$ cat config.mk
export PLATFORM = sky130hd
export DESIGN_NAME = pa_muldiv
export DESIGN_NICKNAME = d
export VERILOG_FILES = /design/src/rtl/pa_muldiv.sv
export SDC_FILE = /design/constraint.sdc
export NUM_CORES = 1
export LEC_CHECK = 0
export ABC_AREA = 0
export BUFFER_PORTS_ARGS = -buffer_cell sky130_fd_sc_hd__buf_2
export CORE_UTILIZATION = 35
export CTS_CLUSTER_SIZE = 24
export DETAILED_ROUTE_END_ITERATION = 8
export RECOVER_POWER = 25
export SETUP_SLACK_MARGIN = 0.5
export SLEW_MARGIN = 40
export SYNTH_ARGS = -nofsm -noshare
export SYNTH_HDL_FRONTEND = slang
export SYNTH_SLANG_ARGS = --single-unit
$ cat constraint.sdc
create_clock -name clk_sys -period 5.2 [get_ports clk_sys]
set_input_delay 0.78 -clock clk_sys [delete_from_list [all_inputs] [get_ports clk_sys]]
set_output_delay 0.78 -clock clk_sys [all_outputs]
set_load 0.02 [all_outputs]
$ cat src/rtl/pa_muldiv.sv
// ----------------------------------------------------------------------------
// pa_muldiv -- iterative multiply / divide engine for the P-A datapath.
//
// Takes an operand pair, runs one bit per cycle, and returns either a
// 2*WIDTH product or a quotient/remainder pair together with Z/M/overflow
// flags. Handshake is start/busy/done.
//
// Parameters:
//   WIDTH  - operand width (>= 4, even)
//   DIV_EN - 1: division implemented; 0: div ops finish at once with ovf=1
//
// Ports:
//   clk_sys        system clock
//   clr_           asynchronous active-low reset
//   start          request, accepted only while idle
//   op[1:0]        00 unsigned mul, 01 signed mul, 10 signed div, 11 unsigned div
//   hi             dividend high word (div only)
//   lo             multiplicand (mul) / dividend low word (div)
//   b              multiplier (mul) / divisor (div)
//   busy           operation in progress (held through the done cycle)
//   done           one-cycle pulse, results valid
//   res_hi/res_lo  product high/low word, or remainder/quotient
//   ovf            division overflow or divide-by-zero
//   zf, mf         zero / sign of the result
//
// Optional feature (macro PA_MULDIV_EARLY_EN): multiplications leave the
// iteration phase as soon as the remaining multiplier bits are all zero and
// the accumulator is realigned in the fix-up cycle.
// ----------------------------------------------------------------------------
module pa_muldiv #(
    parameter int WIDTH  = 16,
    parameter int DIV_EN = 1
) (
    input  logic             clk_sys,
    input  logic             clr_,
    input  logic             start,
    input  logic [1:0]       op,
    input  logic [WIDTH-1:0] hi,
    input  logic [WIDTH-1:0] lo,
    input  logic [WIDTH-1:0] b,
    output logic             busy,
    output logic             done,
    output logic [WIDTH-1:0] res_hi,
    output logic [WIDTH-1:0] res_lo,
    output logic             ovf,
    output logic             zf,
    output logic             mf
);
    localparam int CW = $clog2(WIDTH);
    localparam logic [WIDTH-1:0] HALF    = {1'b1, {(WIDTH-1){1'b0}}};
    localparam logic [WIDTH-1:0] HALF_M1 = {1'b0, {(WIDTH-1){1'b1}}};

    typedef enum logic [2:0] {S_IDLE, S_PRE, S_ITER, S_FIX, S_DONE} state_t;

    state_t             state_reg,  state_next;
    logic [1:0]         op_reg,     op_next;
    logic [2*WIDTH-1:0] acc_reg,    acc_next;    // {rem/partial, quo/multiplier}
    logic [WIDTH-1:0]   dv_reg,     dv_next;     // multiplicand or divisor magnitude
    logic [CW-1:0]      cnt_reg,    cnt_next;
    logic               rsign_reg,  rsign_next;  // sign of product / quotient
    logic               dsign_reg,  dsign_next;  // sign of remainder (= dividend)
    logic [WIDTH-1:0]   res_hi_reg, res_hi_next;
    logic [WIDTH-1:0]   res_lo_reg, res_lo_next;
    logic               ovf_reg,    ovf_next;
    logic               zf_reg,     zf_next;
    logic               mf_reg,     mf_next;

    // Before PRE, acc holds the raw {hi, lo} and dv holds the raw b.
    logic               is_div, is_signed;
    logic               dvd_neg, lo_neg, b_neg;
    logic [2*WIDTH-1:0] dvd_mag;
    logic [WIDTH-1:0]   lo_mag, b_mag;

    assign is_div    = op_reg[1];
    assign is_signed = op_reg[1] ^ op_reg[0];
    assign dvd_neg   = is_signed & acc_reg[2*WIDTH-1];
    assign lo_neg    = is_signed & acc_reg[WIDTH-1];
    assign b_neg     = is_signed & dv_reg[WIDTH-1];
    assign dvd_mag   = dvd_neg ? -acc_reg : acc_reg;
    assign lo_mag    = lo_neg ? -acc_reg[WIDTH-1:0] : acc_reg[WIDTH-1:0];
    assign b_mag     = b_neg ? -dv_reg : dv_reg;

    // One multiply step: conditional add into the high half, then shift right.
    logic [WIDTH:0]     mul_sum;
    logic [2*WIDTH-1:0] mul_step;
    assign mul_sum  = {1'b0, acc_reg[2*WIDTH-1:WIDTH]}
                    + (acc_reg[0] ? {1'b0, dv_reg} : {(WIDTH+1){1'b0}});
    assign mul_step = {mul_sum, acc_reg[WIDTH-1:1]};

    // One restoring-divide step. The partial remainder stays below the
    // divisor, so the shifted value needs only one extra bit.
    logic [WIDTH:0]     div_sh, div_diff;
    logic               div_nb;
    logic [2*WIDTH-1:0] div_step;
    assign div_sh   = {acc_reg[2*WIDTH-1:WIDTH], acc_reg[WIDTH-1]};
    assign div_diff = div_sh - {1'b0, dv_reg};
    assign div_nb   = ~div_diff[WIDTH];
    assign div_step = {(div_nb ? div_diff[WIDTH-1:0] : div_sh[WIDTH-1:0]),
                       acc_reg[WIDTH-2:0], div_nb};

    // Fix-up: sign restoration and signed quotient range check.
    logic [2*WIDTH-1:0] prod_mag, fix_prod;
    logic [WIDTH-1:0]   quo_mag, rem_mag, fix_quo, fix_rem;
    logic               fix_ovf;
`ifdef PA_MULDIV_EARLY_EN
    // cnt_reg holds the number of shifts skipped by the early exit.
    assign prod_mag = acc_reg >> cnt_reg;
`else
    assign prod_mag = acc_reg;
`endif
    assign fix_prod = rsign_reg ? -prod_mag : prod_mag;
    assign quo_mag  = acc_reg[WIDTH-1:0];
    assign rem_mag  = acc_reg[2*WIDTH-1:WIDTH];
    assign fix_quo  = rsign_reg ? -quo_mag : quo_mag;
    assign fix_rem  = dsign_reg ? -rem_mag : rem_mag;
    assign fix_ovf  = is_signed & (quo_mag > (rsign_reg ? HALF : HALF_M1));

`ifdef PA_MULDIV_EARLY_EN
    // After the step at count c, the unprocessed multiplier bits sit in
    // the low c bits of the accumulator.
    logic [WIDTH-1:0] rem_mask;
    assign rem_mask = ~({WIDTH{1'b1}} << cnt_reg);
`endif

    always_comb begin
        state_next  = state_reg;
        op_next     = op_reg;
        acc_next    = acc_reg;
        dv_next     = dv_reg;
        cnt_next    = cnt_reg;
        rsign_next  = rsign_reg;
        dsign_next  = dsign_reg;
        res_hi_next = res_hi_reg;
        res_lo_next = res_lo_reg;
        ovf_next    = ovf_reg;
        zf_next     = zf_reg;
        mf_next     = mf_reg;
        case (state_reg)
            S_IDLE: begin
                if (start) begin
                    op_next    = op;
                    acc_next   = {hi, lo};
                    dv_next    = b;
                    state_next = S_PRE;
                end
            end
            S_PRE: begin
                cnt_next = CW'(WIDTH - 1);
                if (is_div) begin
                    acc_next   = dvd_mag;
                    dv_next    = b_mag;
                    rsign_next = dvd_neg ^ b_neg;
                    dsign_next = dvd_neg;
                    // A high word at or above the divisor cannot yield a
                    // WIDTH-bit quotient; this also covers b == 0.
                    if (DIV_EN == 0 || b_mag == '0
                        || dvd_mag[2*WIDTH-1:WIDTH] >= b_mag) begin
                        ovf_next   = 1'b1;
                        state_next = S_DONE;
                    end else begin
                        state_next = S_ITER;
                    end
                end else begin
                    acc_next   = {{WIDTH{1'b0}}, b_mag};
                    dv_next    = lo_mag;
                    rsign_next = lo_neg ^ b_neg;
                    dsign_next = 1'b0;
                    state_next = S_ITER;
`ifdef PA_MULDIV_EARLY_EN
                    if (b_mag == '0) begin
                        state_next = S_FIX;
                    end
`endif
                end
            end
            S_ITER: begin
                acc_next = is_div ? div_step : mul_step;
                if (cnt_reg == '0) begin
                    state_next = S_FIX;
                end else begin
                    cnt_next = cnt_reg - CW'(1);
                end
`ifdef PA_MULDIV_EARLY_EN
                if (!is_div && (mul_step[WIDTH-1:0] & rem_mask) == '0) begin
                    state_next = S_FIX;
                    cnt_next   = cnt_reg;
                end
`endif
            end
            S_FIX: begin
                state_next = S_DONE;
                if (is_div) begin
                    if (fix_ovf) begin
                        ovf_next = 1'b1;
                    end else begin
                        res_hi_next = fix_rem;
                        res_lo_next = fix_quo;
                        zf_next     = (fix_quo == '0);
                        mf_next     = fix_quo[WIDTH-1];
                        ovf_next    = 1'b0;
                    end
                end else begin
                    res_hi_next = fix_prod[2*WIDTH-1:WIDTH];
                    res_lo_next = fix_prod[WIDTH-1:0];
                    zf_next     = (fix_prod == '0);
                    mf_next     = fix_prod[2*WIDTH-1];
                    ovf_next    = 1'b0;
                end
            end
            S_DONE: state_next = S_IDLE;
            default: state_next = S_IDLE;
        endcase
    end

    always_ff @(posedge clk_sys or negedge clr_) begin
        if (!clr_) begin
            state_reg  <= S_IDLE;
            op_reg     <= '0;
            acc_reg    <= '0;
            dv_reg     <= '0;
            cnt_reg    <= '0;
            rsign_reg  <= 1'b0;
            dsign_reg  <= 1'b0;
            res_hi_reg <= '0;
            res_lo_reg <= '0;
            ovf_reg    <= 1'b0;
            zf_reg     <= 1'b0;
            mf_reg     <= 1'b0;
        end else begin
            state_reg  <= state_next;
            op_reg     <= op_next;
            acc_reg    <= acc_next;
            dv_reg     <= dv_next;
            cnt_reg    <= cnt_next;
            rsign_reg  <= rsign_next;
            dsign_reg  <= dsign_next;
            res_hi_reg <= res_hi_next;
            res_lo_reg <= res_lo_next;
            ovf_reg    <= ovf_next;
            zf_reg     <= zf_next;
            mf_reg     <= mf_next;
        end
    end

    assign busy   = (state_reg != S_IDLE);
    assign done   = (state_reg == S_DONE);
    assign res_hi = res_hi_reg;
    assign res_lo = res_lo_reg;
    assign ovf    = ovf_reg;
    assign zf     = zf_reg;
    assign mf     = mf_reg;
endmodule

==> out/qor.txt, run 1 <==
Status = finished, violations left
Failing checks = max-capacitance violations, max-slew violations
Worst Path Class, Setup = reg2reg
DRT Pass-1 Iters = 6
Final Non-Filler Cells = 1682
Die X = 170 µm
Post-CTS resize count = 0
Die Span Y = 170 µm
Reg2reg setup slack = 1.18 ns
Root Buffer = clkbuf_16
Final Wtd Congestion = 0.958
Final Cell Area = 11000 µm²
R2r endpoint = ovf
Seq/Total Area, Yosys = 23.9%
Setup TNS = 0 ns
Worst-skew pair later-pin latency = 0.37 ns
R2R Path Start = acc_reg[1]
Max clock buf depth = 2
Count of final max-slew check failures = 47
Port bufs = 89
Synth area leaders = dfrtp_1 (24%), ha_1 (8.6%), a21oi_1 (5.4%)
Critical path peak fanout = 9
Vias = 10.1k
H-Tree Depth = 3
Total CTS buffers = 9
Detailed Route Iter0 Violations = 945
Post-Route WL = 38.3 mm
Fmax = 248 MHz
Initial antenna violation count = 0
GRT Util Overall = 26.6%
Ys Warns = 0
Met3 wire len = 3.24 mm
Final Cycle Share = 77.4%
Hold Path Stages = 1
Max cap viols = 1
Residual DRC = 0
Number of flip-flops in the largest register = 32
Clock transition at path regs = 0.08 ns
Synthesis-to-finish area growth = 11.1%
Crit path time final = 4.02 ns
Fill cells = 2920
CP arrival = 4.26 ns
Synth Instances = 1257
Setup Viol. Count Final = 0
Unrepaired setup endpoints after global routing = false
CP startpoint kind = flop
Core ar. = 27700 µm²
DP Area = 10700 µm²
Commonest cells in the synthesized netlist = nor2_1 (127), nand2_1 (117), a21oi_1 (107)
Nets = 1422
Synth Flop Type = dfrtp_1
Post-Syn Area per Cell = 7.84 µm²
Top Layer Used = met4
Num rows = 61
CP required = 5.44 ns
Crit end category = flop
Hold Path Class = reg2reg
Min Hold Slack = 0.490 ns
Path depth of the worst reg2reg path = 17
Worst-Margin Slew = 2.86 ns
Global-route wire length before repair = 57.7 mm
Die ar. = 28800 µm²
Post-synth design cell area = 9860 µm²
WL met2 = 16.7 mm
Initial core utilization = 35.6%
Detail Route Antenna Nets = 0
Vias/cell = 6.00
Cell count after placement = 1665
Unique masters post-synth = 88
Largest net degree at the start of global routing = 54
Post-synth EDFFs = 0
Asr flop ratio synth = 100%
Hold Path End = mf
Final hold vios = 0
Rel. slew slack = -90.5%
CTS tree = yes
Metal-1 WL = 17.1 mm
Area occupied by multi-input gates = 6980 µm²
Area leader, netlist = dfrtp_1
Vias in the first global route = 9470
Buffers inserted by post-CTS timing repair = 0
CTS Hold Bufs = 0
N_diodes = 0
DP Wirelength = 28.8 mm
Post-DR wirelength/cell = 22.8 µm
Worst hold start = mf
Syn_nets = 1380
Clk sinks = 94
Gr ovfl total = 0
#FFs+latches synth = 94
Reg area = 2350 µm²
Layout Skew = 0.0139 ns
Post-synth top area share = 23.9%
Count leader, synth = nor2_1
IO Pins = 90
Layout cells sized above 1 = 14.7%
==> layout make-up <==
| class | count | area share (%) |
|---|---|---|
| well taps | 378 | 4.32 |
| clock buffers | 10 | 2.18 |
| flip-flops and latches | 94 | 21.5 |
| clock inverters | 6 | 0.457 |
| repair buffers | 118 | 6.24 |
| multi-input cells | 1029 | 63.7 |
| inverters | 47 | 1.61 |
==> metal layers <==
layer  up-vias  track usage, %
met1      4812            37.3
li1       4701               -
met4         0            9.60
met3        83            4.87
met5         -               0
met2       492            40.3
==> stage by stage <==
step / util [%] / worst slack (ns)
floorplan: - / 1.47
global placement: 38.3 / 1.27
detailed placement: 38.5 / 1.25
CTS: 39.5 / 1.22
global route: 39.5 / 0.862
finish: 39.5 / 1.18
==> cells by family (layout without fill, tap and decap cells) <==
logic type      Yosys count  count (layout)  synth area share (%)
mux                      45              45                  4.90
flops                    94              94                  23.9
simple gates            411             411                  20.7
buf+inv                 134             181                  5.62
xor+xnor                101             101                  9.20
fa+ha+maj                70              70                  9.04
compound gates          402             402                  26.7
==> worst max path at each step <==
stage	from	to	slack [ns]	cells after the start
6_report	acc_reg[1]	ovf	1.18	17
3_5_place_dp	acc_reg[1]	ovf	1.25	17
2_1_floorplan	acc_reg[0]	ovf	1.47	19
5_1_grt	acc_reg[1]	ovf	0.86	17
4_1_cts	acc_reg[1]	ovf	1.22	17
3_3_place_gp	acc_reg[1]	ovf	1.27	17
==> worst max-delay path, cell delays in order, from the launching register on <==
cell and delay (ns):
dfrtp_1 0.51, inv_1 0.14, ha_1 0.29, or3b_1 0.55, nor3_4 0.42, nand2_1 0.21
nand2_1 0.15, xnor2_1 0.17, inv_1 0.08, ha_1 0.26, nand2b_1 0.13, a21oi_1 0.13
o21ai_0 0.11, a41o_1 0.25, a21oi_1 0.16, o211ai_2 0.14, nand3_2 0.11, a31oi_2 0.08
==> cell usage in the layout, fill, tap and decap left out, types with 19 or more instances in the layout <==
cell type,instances
xor2_1,38
a31oi_1,20
buf_2,77
a21oi_1,107
o211ai_1,25
inv_1,43
ha_1,68
nand2_1,116
nor3_1,44
buf_4,26
nor2_1,125
dfrtp_1,93
o21ai_0,91
mux2_2,26
xnor2_1,60
mux2i_1,19
Power of run 1 is not shown: default switching activity piles up to over one toggle a cycle in this logic, so the estimate is an artifact.
==> inputs of run 2 (changes only) <==
Settings changed: ABC_AREA 0 to 1.
Clock period 5.2 ns to 3.54 ns, I/O delays scaled along.
==> run 2 against run 1 <==
Global-route usage rose by 2.2 points. Via count grew 20%. Wire length rose by 15%. Sequential cell count is the same. Critical endpoint unchanged. Largest cell class unchanged. Non-clock buffer count is 50 higher. The run still ends with max-capacitance violations, max-slew violations left. Setup slack lost 0.56 ns. Synthesized cell count grew 38%. Worst hold slack worse by 0.089 ns.
==> out/qor.txt, run 2 <==
Number of flip-flops in the largest register = 32
Synthesis-to-finish area growth = 16.8%
Ys Warns = 0
Synth Instances = 1729
Fmax = 342 MHz
Post-DR wirelength/cell = 19.8 µm
Max clock buf depth = 2
Clock transition at path regs = 0.08 ns
Final hold vios = 0
Hold Path Class = in2async
R2r endpoint = ovf
Crit path time final = 2.92 ns
CP arrival = 3.23 ns
Count leader, synth = nand2_1
Fill cells = 3230
Pre-CTS WS = 0.369 ns
Commonest cells in the synthesized netlist = nand2_1 (519), nor2_1 (196), inv_1 (191)
R2R Path Start = dv_reg[6]
GRT Util Overall = 28.8%
Vias in the first global route = 11.3k
Detail Route Antenna Nets = 0
Vias/cell = 5.45
Worst Path Class, Setup = reg2reg
Initial core utilization = 35.9%
Rel. slew slack = -7.86%
Setup Viol. Count Final = 0
N_diodes = 0
Die ar. = 30400 µm²
CP bufs+invs = 2
CP required = 3.84 ns
Asr flop ratio synth = 100%
CTS Hold Bufs = 0
Worst-skew pair later-pin latency = 0.36 ns
Detailed Route Iter0 Violations = 1212
Crit end category = flop
Status = finished, violations left
Path depth of the worst reg2reg path = 17
IO Pins = 90
Unique masters post-synth = 57
Clk sinks = 94
Max cap viols = 1
Total CTS buffers = 9
Area leader, netlist = dfrtp_1
Root Buffer = clkbuf_16
Nets = 1965
Core ar. = 29000 µm²
Post-Syn Area per Cell = 6.02 µm²
Worst-Margin Slew = 1.62 ns
Slowest stage cell, crit path = dfrtp_1
Commonest non-fill, non-tap cells in the layout = nand2_1 (514), inv_1 (177), nor2_1 (169)
Crit-path leading delay family = simple AND/OR/NAND/NOR gates
Failing checks = max-capacitance violations, max-slew violations
Setup TNS = 0 ns
Seq/Total Area, Yosys = 22.6%
Post-synth EDFFs = 0
Global-route wire length before repair = 66.5 mm
Post-synth top area share = 22.6%
DP Wirelength = 35.0 mm
Largest net degree at the start of global routing = 76
Post-Route WL = 44.2 mm
Vias = 12.2k
Gr ovfl total = 0
Post-layout util = 41.9%
#FFs+latches synth = 94
Critical path peak fanout = 6
Syn_nets = 1852
Final setup margin = 0.618 ns
CTS tree = yes
Layout cells sized above 1 = 16.1%
Count of final max-slew check failures = 56
Commonest non-fill, non-tap cell in the layout = nand2_1
Reg2reg setup slack = 0.62 ns
Layout Skew = 0.00852 ns
Final Wtd Congestion = 0.973
Num rows = 62
Post-synth design cell area = 10400 µm²
CP Cell Sequence = inv_1, nand2_1, nor2_2, nand3_2, o211ai_1, nand2_1, inv_2, ha_1, a21oi_1, o21ai_0, a21oi_1, o21ai_1, nor2_2, nand3_2, nand3_1, nand2_1, nand2_1
Synth area leaders = dfrtp_1 (23%), nand2_1 (19%), ha_1 (8.2%)
DRT Pass-1 Iters = 6
Port bufs = 89
Die X = 174 µm
Die Span Y = 174 µm
CP startpoint kind = flop
Unrepaired setup endpoints after global routing = true
H-Tree Depth = 3
Residual DRC = 0
Initial antenna violation count = 1
Most frequent CP cell = nand2_1
Synth Flop Type = dfrtp_1
CP peak stage delay = 0.46 ns
Final Cycle Share = 82.5%
==> run 2: final cells by class <==
type,instances,area (µm²),share of cell area (%)
flip-flops and latches,94,2370,19.5
multi-input cells,1367,7190,59.1
clock inverters,6,68.8,0.566
well taps,384,480,3.95
inverters,202,778,6.40
repair buffers,168,1040,8.58
clock buffers,10,229,1.88
==> run 2: worst register-to-register path: stages, from the launching register on <==
cell and delay (ns):
dfrtp_1 0.46, inv_1 0.16, nand2_1 0.10, nor2_2 0.18, nand3_2 0.12, o211ai_1 0.30, nand2_1 0.17, inv_2 0.14
ha_1 0.25, a21oi_1 0.13, o21ai_0 0.10, a21oi_1 0.13, o21ai_1 0.09, nor2_2 0.21, nand3_2 0.11, nand3_1 0.10
nand2_1 0.06, nand2_1 0.05
==> run 2: what timing repair did <==
item                       4_1_cts  5_1_grt
gates cloned                     0        0
pin swaps                        0        7
setup endpoints to repair        4       20
buffers inserted                 0       16
gates resized for setup          8       89
==> run 2: kinds of logic after synthesis <==
| logic type | Yosys count | share of synthesized area [%] |
|---|---|---|
| AO/OA/AOI/OAI | 357 | 19.2 |
| XOR/XNOR | 35 | 3.09 |
| adder cells (fa/ha/maj) | 70 | 8.56 |
| buffers and inverters | 268 | 10.3 |
| flip-flops | 94 | 22.6 |
| AND/OR/NAND/NOR | 905 | 36.3 |
==> run 2: routing by layer <==
layer / track usage [%] / wire length, µm / vias up
met5: 0 / 9 / -
met4: 12.1 / 1880 / 2
met3: 3.85 / 3480 / 115
met2: 46.0 / 19700 / 573
met1: 38.7 / 19100 / 5582
li1: - / - / 5883
==> run 2: worst max path at each step <==
stage / start / endpoint / slack [ns] / depth (start not counted)
4_1_cts: acc_reg[17] / ovf / 0.51 / 16
3_3_place_gp: acc_reg[25] / ovf / 0.30 / 19
2_1_floorplan: rsign_reg / res_hi[12] / 0.99 / 14
3_5_place_dp: acc_reg[0] / state_reg[2] / 0.37 / 17
5_1_grt: clr_ / acc_reg[15] / 0.42 / 2
6_report: dv_reg[6] / ovf / 0.62 / 17
==> run 2: stage by stage <==
step / hold slack (ns) / cell area, µm² / instances
final: 0.401 / 12200 / 2231
after global routing: 0.434 / 12200 / 2231
after CTS: 0.236 / 11800 / 2214
after detailed placement: 0.463 / 11500 / 2198
after global placement: 0.459 / 11500 / 2198
after floorplan: 0.235 / 10400 / 1729
Power of run 2 is left out for the same reason.
==> inputs of run 3 (changes only) <==
Settings changed: ABC_AREA 1 to 0.
Clock period 3.54 ns to 2.5 ns, I/O delays scaled along.
==> run 3 against run 2 <==
The flow finishes with violations (negative setup slack). Final area rose by 32%. Register-to-register slack got worse by 1.3 ns. Final cell count fell by 6.8%. Critical path type unchanged. Highest routed layer is now met4.
==> out/qor.txt, run 3 (synthesized netlist as in run 1, its figures left out) <==
IO Pins = 90
Port bufs = 89
Vias in the first global route = 11.6k
Layout Skew = 0.0141 ns
Nets = 1819
Synthesis-to-finish area growth = 62.4%
Initial antenna violation count = 0
Hold Path Class = in2reg
Unrepaired setup endpoints after global routing = true
Detail Route Antenna Nets = 0
Core ar. = 27700 µm²
Largest net degree at the start of global routing = 56
Layout cells sized above 1 = 48.3%
Global-route wire length before repair = 67.2 mm
Setup Viol. Count Final = 58
Final Cycle Share = 129%
Final Wtd Congestion = 0.990
Critical path peak fanout = 5
Worst Path Class, Setup = reg2reg
CP required = 2.75 ns
CP arrival = 3.48 ns
Status = finished, violations left
Initial core utilization = 35.6%
Crit path time final = 3.22 ns
CTS Hold Bufs = 0
CP startpoint kind = flop
Number of flip-flops in the largest register = 32
Crit end category = flop
GRT Util Overall = 30.8%
N_diodes = 0
H-Tree Depth = 3
Max clock buf depth = 2
Post-DR wirelength/cell = 21.6 µm
Root Buffer = clkbuf_16
Die X = 170 µm
Fill cells = 2436
Rel. slew slack = 14.1%
CTS tree = yes
Residual DRC = 0
Die ar. = 28800 µm²
Clock transition at path regs = 0.08 ns
Max cap viols = 0
Final Non-Filler Cells = 2079
Post-Route WL = 45.0 mm
Detailed Route Iter0 Violations = 1085
Fmax = 310 MHz
Worst-skew pair later-pin latency = 0.37 ns
Final setup margin = -0.722 ns
DRT Pass-1 Iters = 7
Failing checks = negative setup slack
Num rows = 61
Final hold vios = 0
Gr ovfl total = 0
Commonest non-fill, non-tap cell in the layout = buf_4
Vias/cell = 5.76
Worst-Margin Slew = 1.29 ns
Total CTS buffers = 9
Commonest non-fill, non-tap cells in the layout = buf_4 (329), nand2_1 (97), dfrtp_1 (88), buf_2 (88), nor2_1 (86)
Vias = 12.0k
Cell count after placement = 1986
Die Span Y = 170 µm
DP Wirelength = 33.8 mm
Count of final max-slew check failures = 0
Clk sinks = 94
==> run 3: timing repair <==
item,4_1_cts,5_1_grt
gates cloned,7,1
endpoints found under the setup margin,86,86
resized for setup,211,159
setup buffers,47,22
pin swaps,65,72
==> run 3: critical path, cell delays in order (launching register included) <==
cell and delay [ns]:
dfrtp_2 0.46, clkinv_4 0.07, ha_4 0.13, or3b_4 0.40
nor3_4 0.28, nand2_2 0.12, nand2_2 0.09, xnor2_2 0.12
inv_1 0.06, ha_1 0.27, nand2b_4 0.14, a21oi_2 0.15
o21ai_2 0.08, a41o_1 0.22, a21oi_2 0.18, o211ai_2 0.14
nand3_2 0.12, a31oi_2 0.08
==> run 3: path summary, 6_finish.rpt <==
kind,start,cells after the start,slack (ns),end
max,acc_reg[0],17,-0.72,ovf
min in group asynchronous,clr_,1,0.26,res_hi[4]
max reg2reg,acc_reg[0],17,-0.72,ovf
min reg2reg,mf,1,0.50,mf
min,op[0],3,0.23,op_reg[0]
max in group asynchronous,clr_,2,1.32,res_hi[15]
==> run 3: cell type report <==
class / instances / area [µm²] / share of cell area (%)
tap: 378 / 473 / 2.95
sequential: 94 / 2360 / 14.7
inverter: 47 / 193 / 1.20
timing repair buffer: 515 / 4300 / 26.9
multi-input combinational: 1029 / 8390 / 52.4
clock buffer: 9 / 225 / 1.41
clock inverter: 7 / 65.1 / 0.407
==> run 3: layer usage <==
| metal | vias to the layer above | track usage, % | part of all wire, % |
|---|---|---|---|
| li1 | 5510 | - | - |
| met1 | 5822 | 42.2 | 43 |
| met2 | 550 | 48.9 | 46 |
| met3 | 94 | 4.48 | 7.7 |
| met4 | 0 | 11.2 | 3.3 |
| met5 | - | 0 | 0 |
==> run 3: per-stage QoR <==
stage	setup TNS (ns)	instance area (µm²)	hold WS (ns)	worst slack (ns)	util, %
2_1_floorplan	-6.31	10200	0.0794	-0.655	-
3_3_place_gp	-8.52	13400	0.434	-0.608	48.3
3_5_place_dp	-9.56	13400	0.434	-0.677	48.3
4_1_cts	-15.63	15100	0.0349	-0.610	54.6
5_1_grt	-29.99	16000	0.240	-0.844	57.8
6_report	-22.49	16000	0.234	-0.722	57.8
Power of run 3 is left out for the same reason.
